File: src/rtl/oc8051_ram_bitrmw.sv
// oc8051 data RAM: synchronous read, bit-addressed read-modify-write stores, write-to-read forwarding, clear sweep.
// Define OC8051_RAM_PARITY_EN to store an even-parity bit per word and flag read parity errors.
module oc8051_ram_bitrmw #(
  parameter int DW = 8,
  parameter int AW = 8,
  parameter logic [AW-1:0] BIT_BASE = 8'h20
) (
  input  logic          clk,
  input  logic          rst,
  input  logic          clr,
  output logic          busy,
  input  logic [AW-1:0] rd_addr,
  input  logic          rd_bit,
  output logic [DW-1:0] rd_data,
  output logic          rd_bit_data,
  output logic          rd_par_err,
  input  logic          wr,
  input  logic [AW-1:0] wr_addr,
  input  logic          wr_bit,
  input  logic [DW-1:0] wr_data,
  input  logic          wr_bit_data
);
  localparam int BW = $clog2(DW);
  localparam int PW = AW - 1 - BW;
  localparam int DEPTH = 2 ** AW;
`ifdef OC8051_RAM_PARITY_EN
  localparam int MW = DW + 1;
`else
  localparam int MW = DW;
`endif

  typedef enum logic [0:0] {IDLE = 1'b0, SWEEP = 1'b1} state_t;

  // Low half of the bit space maps into BIT_BASE upward (wrapping); high half hits every 2**BW-th word.
  function automatic logic [AW-1:0] word_of(input logic [AW-1:0] a, input logic is_bit);
    logic [PW-1:0] p;
    p = a[AW-2:BW];
    if (!is_bit) begin
      return a;
    end else if (a[AW-1]) begin
      return {1'b1, p, {BW{1'b0}}};
    end else begin
      return BIT_BASE + {{(BW + 1){1'b0}}, p};
    end
  endfunction

  function automatic logic even_par(input logic [DW-1:0] d);
    return ^d;
  endfunction

  logic [MW-1:0] mem [DEPTH];

  state_t        state_r, state_next_s;
  logic [AW-1:0] cnt_r, cnt_next_s;
  logic          busy_r, sweep_we_s;
  logic [DW-1:0] rd_data_r, rd_next_s, merged_s;
  logic          rd_bit_r, par_mis_r, fwd_r, par_mis_s, fwd_s, wr_ok_s;
  logic [AW-1:0] rd_word_s, wr_word_s;
  logic [BW-1:0] rd_idx_s, wr_idx_s;
  logic [MW-1:0] mem_rd_s, wr_store_s;

  // Clear-sweep next state: clr always restarts from word 0; otherwise zero one word per cycle.
  always_comb begin
    state_next_s = state_r;
    cnt_next_s   = cnt_r;
    sweep_we_s   = 1'b0;
    case (state_r)
      IDLE: begin
        if (clr) begin
          state_next_s = SWEEP;
          cnt_next_s   = {AW{1'b0}};
        end else begin
          state_next_s = IDLE;
        end
      end
      SWEEP: begin
        if (clr) begin
          cnt_next_s = {AW{1'b0}};
        end else begin
          sweep_we_s = 1'b1;
          cnt_next_s = cnt_r + {{(AW - 1){1'b0}}, 1'b1};
          if (cnt_r == {AW{1'b1}}) begin
            state_next_s = IDLE;
          end else begin
            state_next_s = SWEEP;
          end
        end
      end
      default: begin
        state_next_s = IDLE;
        cnt_next_s   = {AW{1'b0}};
      end
    endcase
  end

  // Sweep state and counter; reset starts a full sweep.
  always_ff @(posedge clk or posedge rst) begin
    if (rst) begin
      state_r <= SWEEP;
      cnt_r   <= {AW{1'b0}};
      busy_r  <= 1'b1;
    end else begin
      state_r <= state_next_s;
      cnt_r   <= cnt_next_s;
      busy_r  <= (state_next_s == SWEEP);
    end
  end

  // Address decode, merge of bit writes onto the current read word, forwarding and read-data selection.
  always_comb begin
    rd_word_s = word_of(rd_addr, rd_bit);
    wr_word_s = word_of(wr_addr, wr_bit);
    rd_idx_s  = rd_bit ? rd_addr[BW-1:0] : {BW{1'b0}};
    wr_idx_s  = wr_addr[BW-1:0];
    wr_ok_s   = wr & ~busy_r;
    mem_rd_s  = mem[rd_word_s];
    merged_s  = wr_data;
    if (wr_bit) begin
      merged_s           = rd_data_r;
      merged_s[wr_idx_s] = wr_bit_data;
    end else begin
      merged_s = wr_data;
    end
`ifdef OC8051_RAM_PARITY_EN
    wr_store_s = {even_par(merged_s), merged_s};
    par_mis_s  = ~busy_r & (^mem_rd_s);
`else
    wr_store_s = merged_s;
    par_mis_s  = 1'b0;
`endif
    fwd_s = wr_ok_s && (wr_word_s == rd_word_s);
    if (busy_r) begin
      rd_next_s = {DW{1'b0}};
    end else if (fwd_s) begin
      rd_next_s = merged_s;
    end else begin
      rd_next_s = mem_rd_s[DW-1:0];
    end
  end

  // Read-side output registers.
  always_ff @(posedge clk or posedge rst) begin
    if (rst) begin
      rd_data_r <= {DW{1'b0}};
      rd_bit_r  <= 1'b0;
      par_mis_r <= 1'b0;
      fwd_r     <= 1'b0;
    end else begin
      rd_data_r <= rd_next_s;
      rd_bit_r  <= rd_next_s[rd_idx_s];
      par_mis_r <= par_mis_s;
      fwd_r     <= fwd_s;
    end
  end

  // Single array write port; the sweep owns it while busy, so user writes are dropped then.
  always_ff @(posedge clk) begin
    if (sweep_we_s) begin
      mem[cnt_r] <= {MW{1'b0}};
    end else if (wr_ok_s) begin
      mem[wr_word_s] <= wr_store_s;
    end
  end

  assign busy        = busy_r;
  assign rd_data     = rd_data_r;
  assign rd_bit_data = rd_bit_r;
  // Forwarded words carry freshly computed parity, so a stale stored error is masked.
  assign rd_par_err  = par_mis_r & ~fwd_r;

endmodule

File: config.mk
export PLATFORM = sky130hd
export DESIGN_NAME = oc8051_ram_bitrmw
export DESIGN_NICKNAME = d
export VERILOG_FILES = /design/src/rtl/oc8051_ram_bitrmw.sv
export SDC_FILE = /design/constraint.sdc
export NUM_CORES = 2
export LEC_CHECK = 0
export ABC_AREA = 1
export CORE_ASPECT_RATIO = 0.75
export CORE_MARGIN = 3
export CORE_UTILIZATION = 50
export CTS_BUF_LIST = sky130_fd_sc_hd__clkbuf_8 sky130_fd_sc_hd__clkbuf_16
export DETAILED_ROUTE_END_ITERATION = 10
export HOLD_SLACK_MARGIN = 0.06
export MAX_ROUTING_LAYER = met4
export PLACE_DENSITY = 0.65
export SETUP_SLACK_MARGIN = 0.05
export SYNTH_ARGS = -nofsm -noshare
export SYNTH_HDL_FRONTEND = slang
export SYNTH_SLANG_ARGS = --single-unit
File: constraint.sdc
create_clock -name clk -period 13.8 [get_ports clk]
set_input_delay 2.76 -clock clk [delete_from_list [all_inputs] [get_ports clk]]
set_output_delay 2.76 -clock clk [all_outputs]
set_load 0.005 [all_outputs]
== Word level (Yosys, flattened, before mapping) ==
Memories as Yosys holds them, arrays and structs flattened.
Cells that the tools add are included.
Operators by class
  equality and inequality tests: 3
  bitwise logic cells: 2
  add/sub/neg operators: 3
  muxes and demuxes: 30
  magnitude comparators: 3
  reduce and logical (&&, ||, !) cells: 3
Operator list (number)
  $mux 8: 11
  $pmux 8 s2: 1
  $add 6x4->7 const A: 2
  $mux 1: 13
  $add 8x1->8 const B: 1
  $bwmux 8: 1
  $eq 8x8->1: 1
  $eq 8x8->1 const B: 1
  $lt 3x4->1 const B: 2
  $reduce_or 8->1: 1
  $bmux 1 s3: 1
  $demux 1 s3: 1
  $ge 3x1->1 const B: 1
  $mux 3: 1
  $logic_and 1x1->1: 2
  $ne 2x2->1 const B: 1
  $pmux 1 s2: 1
  $and 1x1->1: 1
  $not 1->1: 1
Storage, ports and cells
  memories kept: 1
  RAM bits: 2048
  output and inout port bits: 11
  bits in registers: 18
  word-level logic and storage cells: 49
Memory list
  mem: depth 256, bits a word 8, read ports 1, clocked after memory_dff 0, wr ports 1, RTL line 51  | logic [MW-1:0] mem [DEPTH];

== Depth between registers and ports, before layout ==
  word-level depth: 10
  mapped depth: 24
  mapped depth without buffers: 20

== Least setup slack after synthesis ==
No wires, ideal clock.
  kind: input to register
  start point: input wr_bit
  end point: memory mem[0][7] (netlist name) (data pin)
  arrival time: 9.298 ns
  slack: 3.095 ns
  required time: 12.393 ns
  cell stages on the path: 6
  path through: inv_1 -> clkbuf_1 -> nand2_1 -> nand2_1 -> inv_1 -> nor2_1
Between the ends
  word-level cells in the longest chain between the ends: 2
Ends and longest elaborated chain
  from (decl): RTL line 19  | input logic wr_bit,
  $mux 8: RTL line 118  | if (wr_bit) begin
  $mux 8 (no source line)
  to (decl): RTL line 51
No other way between the ends.

== Worst setup path in the final report ==
  start point: input rd_addr[7]
  end point: register rd_bit_r (netlist: rd_bit_data)
Between the ends
  word-level cells in the longest chain between the ends: 8
  elaborated cells between the ends (all ways): 9
  those cells by class: eq/ne: 1; mux: 6; reduce/logical: 1; memory: 1
Ends and longest elaborated chain
  from (decl): RTL line 12  | input logic [AW-1:0] rd_addr,
  $mux 8: RTL line 40  | end else if (a[AW-1]) begin
  $mux 8 (*): RTL line 38  | if (!is_bit) begin
  branches (longest 2 deep; another with $mem_v2 256x8)
  $mux 8 (*): RTL line 134  | end else if (fwd_s) begin
  $mux 8 (*): RTL line 132  | if (busy_r) begin
  $bmux 1 s3 (*): RTL line 150  | rd_bit_r <= rd_next_s[rd_idx_s];
  $mux 1 (implied by the code) (*): RTL line 150
  to (signal assigned): RTL line 150
  to (decl): RTL line 57  | logic rd_bit_r, par_mis_r, fwd_r, par_mis_s, fwd_s, wr_ok_s;
Every way passes the cells marked *. The select of a mux whose other input is x is not followed.
A chain may end at the register's enable or synchronous reset.

==> impl_metrics.csv <==
group,metric,value,unit
global_route,grt_overflow,0,
critical_path,r2r_end,"mem[90][0]",
global_route,grt_pass1_wl,358.5,mm
route,drtAntennaViolNets,0,
clock_tree,clk_path_buf_depth,3,
floorplanning,initial_core_util,0.5061,
synthesis,yosysMostFrequentCell,"nand3_1",
job,drv_cap,0,
critical_path,r2r_start,"busy",
place,numPortBuffers,40,
synthesis,yosysTopAreaCell,"edfxtp_1",
min_path,min_to,"cnt_r[7]",
synthesis,synthCells,7255,
outcome,status,"finished, final reports clean",
clock_tree,cts_resized,0,
sta,fin_setup_tns,0,ns
min_path,hp-start,"cnt_r[7]",
clock_tree,cts_root_buffer,"clkbuf_16",
power_and_ir_drop,powerDensity,139.0,nW/um^2
clock_tree,cts_tree,"yes",
clock_tree,cts.clk_slew.worst_paths,0.07,ns
sta,hold_viol_final,0,
sta,fin_crit_sh,0.6261,
critical_path,cp_data_arrival_time,9.39,ns
global_route,antenna_found_initial,3,
synthesis,ys_seq_area_frac,0.7264,
route,wl_per_cell,25.53,um
critical_path,crit_fanout,123,
floorplanning,die_w,482.9,um
synthesis,async_flop_share,0.008712,
sta,rsz0062_at_grt,"false",
layout,nets,7082,
floorplanning,fp.dieH,363.7,um
sta,skew,0.02281,ns
route,drt_wl_total,241.2,mm
layout,syn_to_final_growth,8.770,%
clock_tree,htree_levels,4,
power_and_ir_drop,p_leak,33.54,nW
synthesis,synth_commonest_cells,"nand3_1 (2,460), edfxtp_1 (2,048), nand2_1 (1,759)",
synthesis,syn_area_per_cell,11.76,um^2
floorplanning,num_rows,130,
place,placed_area,86970,um^2
floorplanning,dieArea,175600,um^2
min_path,hp-class,"reg2reg",
place,dp_hpwl,131.8,mm
critical_path,r2r_setup_slack,8.84,ns
sta,setup_viol_count_final,0,
sta,slew_headroom,0.2047,
place,gp_congestion,0.9830,
sta,tightest_slew,1.189,ns
critical_path,cp_data_required_time,14.55,ns
layout,design_area,92770,um^2
synthesis,synth_nets,7287,
clock_tree,cts_buffers,189,
route,drt_iter0_drc,8492,
layout,multi_input_comb_area,20800,um^2
layout,final_util,0.5505,
power_and_ir_drop,peakVddDrop,0.0001233,V
floorplanning,pin_count,42,
layout,seq_area,61950,um^2
sta,max_freq,115.7,MHz
sta,period_needed,8.641,ns
synthesis,synth_edf_count,2048,
synthesis,synth.area.top_cells,"edfxtp_1 (72%), nand3_1 (14%), nand2_1 (7.7%)",
route,drc,0,
clock_tree,hold_buffers,0,
clock_tree,clk_latency,0.81,ns
layout,n_fill_cell,13930,
synthesis,synth_flop_cell,"edfxtp_1",
clock_tree,cts_sinks,2066,
critical_path,path_class,"in2reg",
clock_tree,cts_setup_buffers,0,
global_route,grt_pass1_vias,53560,
sta,slew_violations,0,
global_route,grt_max_degree,181,
critical_path,endpoint_kind,"flop",
floorplanning,core,168500,um^2
critical_path,ff2ff_path_depth,11,
layout,drive_above_1_share,0.05374,
global_route,grt_usage,0.2802,
synthesis,synth_top_area_share,0.7211,
route,via_per_inst,6.134,
synthesis,ys.warnings.count,0,
critical_path,critPathLaunchType,"primary input",
route,drt-pass1-iter-count,6,
synthesis,ys_seq_elements,2066,
min_path,hold_depth,1,
route,num_vias,57950,
synthesis,ys_types,39,
synthesis,synth_area,85290,um^2
placed cells by master (no fill, tap or decap), drive strengths merged:
master         instances
a211oi                 1
a21oi                 21
a22oi                  7
a31oi                  2
and2                   8
and3                   2
buf                   95
bufinv                11
clkbuf               193
clkdlybuf4s50         40
clkinv                73
clkinvlp               6
conb                   1
dfrtp                 17
dfstp                  1
diode                  2
edfxtp              2048
ha                     1
inv                  108
nand2               1763
nand3               2461
nand3b                 1
nor2                 293
nor3                  16
nor4                   2
o21ai                 20
o22ai                  1
or2                    6
xnor2                  1
xor2                   3
critical path, stage by stage:
cell	delay (ns)
clkdlybuf4s50_1	0.45
buf_4	0.23
inv_2	0.20
nand3_4	0.61
nand2_8	0.73
inv_8	0.83
buf_4	0.59
buf_4	0.79
nand2_1	0.13
nand3_1	0.11
nand3_1	0.10
nand3_1	0.21
nand3_1	0.23
nand3_1	0.24
nand2_1	0.09
nand2_1	0.08
nand3_1	0.19
nand3_1	0.15
nand3_1	0.09
nand2_1	0.09
nand2_1	0.05
nand2_1	0.06
nand2_1	0.05
nand2_1	0.07
cell type report:
class                   count  share of cell area
flip-flops and latches   2066              0.6678
multi-input cells        4610              0.2242
clock buffers             193             0.05206
well taps                2244             0.03027
repair buffers            135             0.01308
clock inverters           150             0.01039
inverters                  48            0.002158
diodes                      2          0.00005395
worst max-delay path by stage:
stage                     from  cells after the start  slack (ns)          end
floorplan               wr_bit                      6        3.09    mem[0][7]
global placement    rd_addr[7]                     24        4.60  rd_bit_data
detailed placement  rd_addr[7]                     24        4.56  rd_bit_data
CTS                 rd_addr[7]                     24        5.48  rd_bit_data
global route        rd_addr[7]                     24        4.89  rd_bit_data
finish              rd_addr[7]                     24        5.16  rd_bit_data
per-layer routing:
metal  up-vias  part of all wire  global-route usage
met5         -                 0                   -
met1     28350              0.41              0.4148
met4         0             0.034             0.09569
li1      25680                 -                   -
met3       466              0.12             0.05537
met2      3450              0.43              0.3880
logic make-up (layout without fill, tap and decap cells):
family	Yosys count	in the layout	synth area share
DFF	2066	2066	0.7264
xor gates and xnor gates	4	4	0.0004108
and+or+nand+nor	4552	4552	0.2377
other	1	3	0.00004397
buffers and inverters	579	526	0.03167
adders and majority gates	1	1	0.0001467
AOI/OAI and AO/OA	52	52	0.003668
metrics by stage:
| stage | total power (W) | instances | setup slack, ns | hold slack (ns) |
|---|---|---|---|---|
| 2_1_floorplan | 0.007583 | 7255 | 3.095 | 0.4320 |
| 3_3_place_gp | 0.007993 | 9103 | 4.603 | 0.4465 |
| 3_5_place_dp | 0.008000 | 9103 | 4.560 | 0.4513 |
| 4_1_cts | 0.01292 | 9446 | 5.476 | 0.4611 |
| 5_1_grt | 0.01325 | 9446 | 4.887 | 0.4964 |
| 6_report | 0.01290 | 9448 | 5.159 | 0.4629 |
power breakdown:
part | switching, W | total (W) | leakage [nW] | internal, W
clock network | 0.00228 | 0.00500 | 3.04 | 0.00273
logic | 0.000837 | 0.00107 | 8.17 | 0.000236
registers | 0.00000694 | 0.00682 | 22.3 | 0.00681
sequential cells by signal, indices dropped and copies added, names as in the netlist:
name,cells
rd_bit_data,1
mem,2048
cnt_r,8
busy,1
rd_data,8
Note: power is estimated with default switching activity, not from simulation.
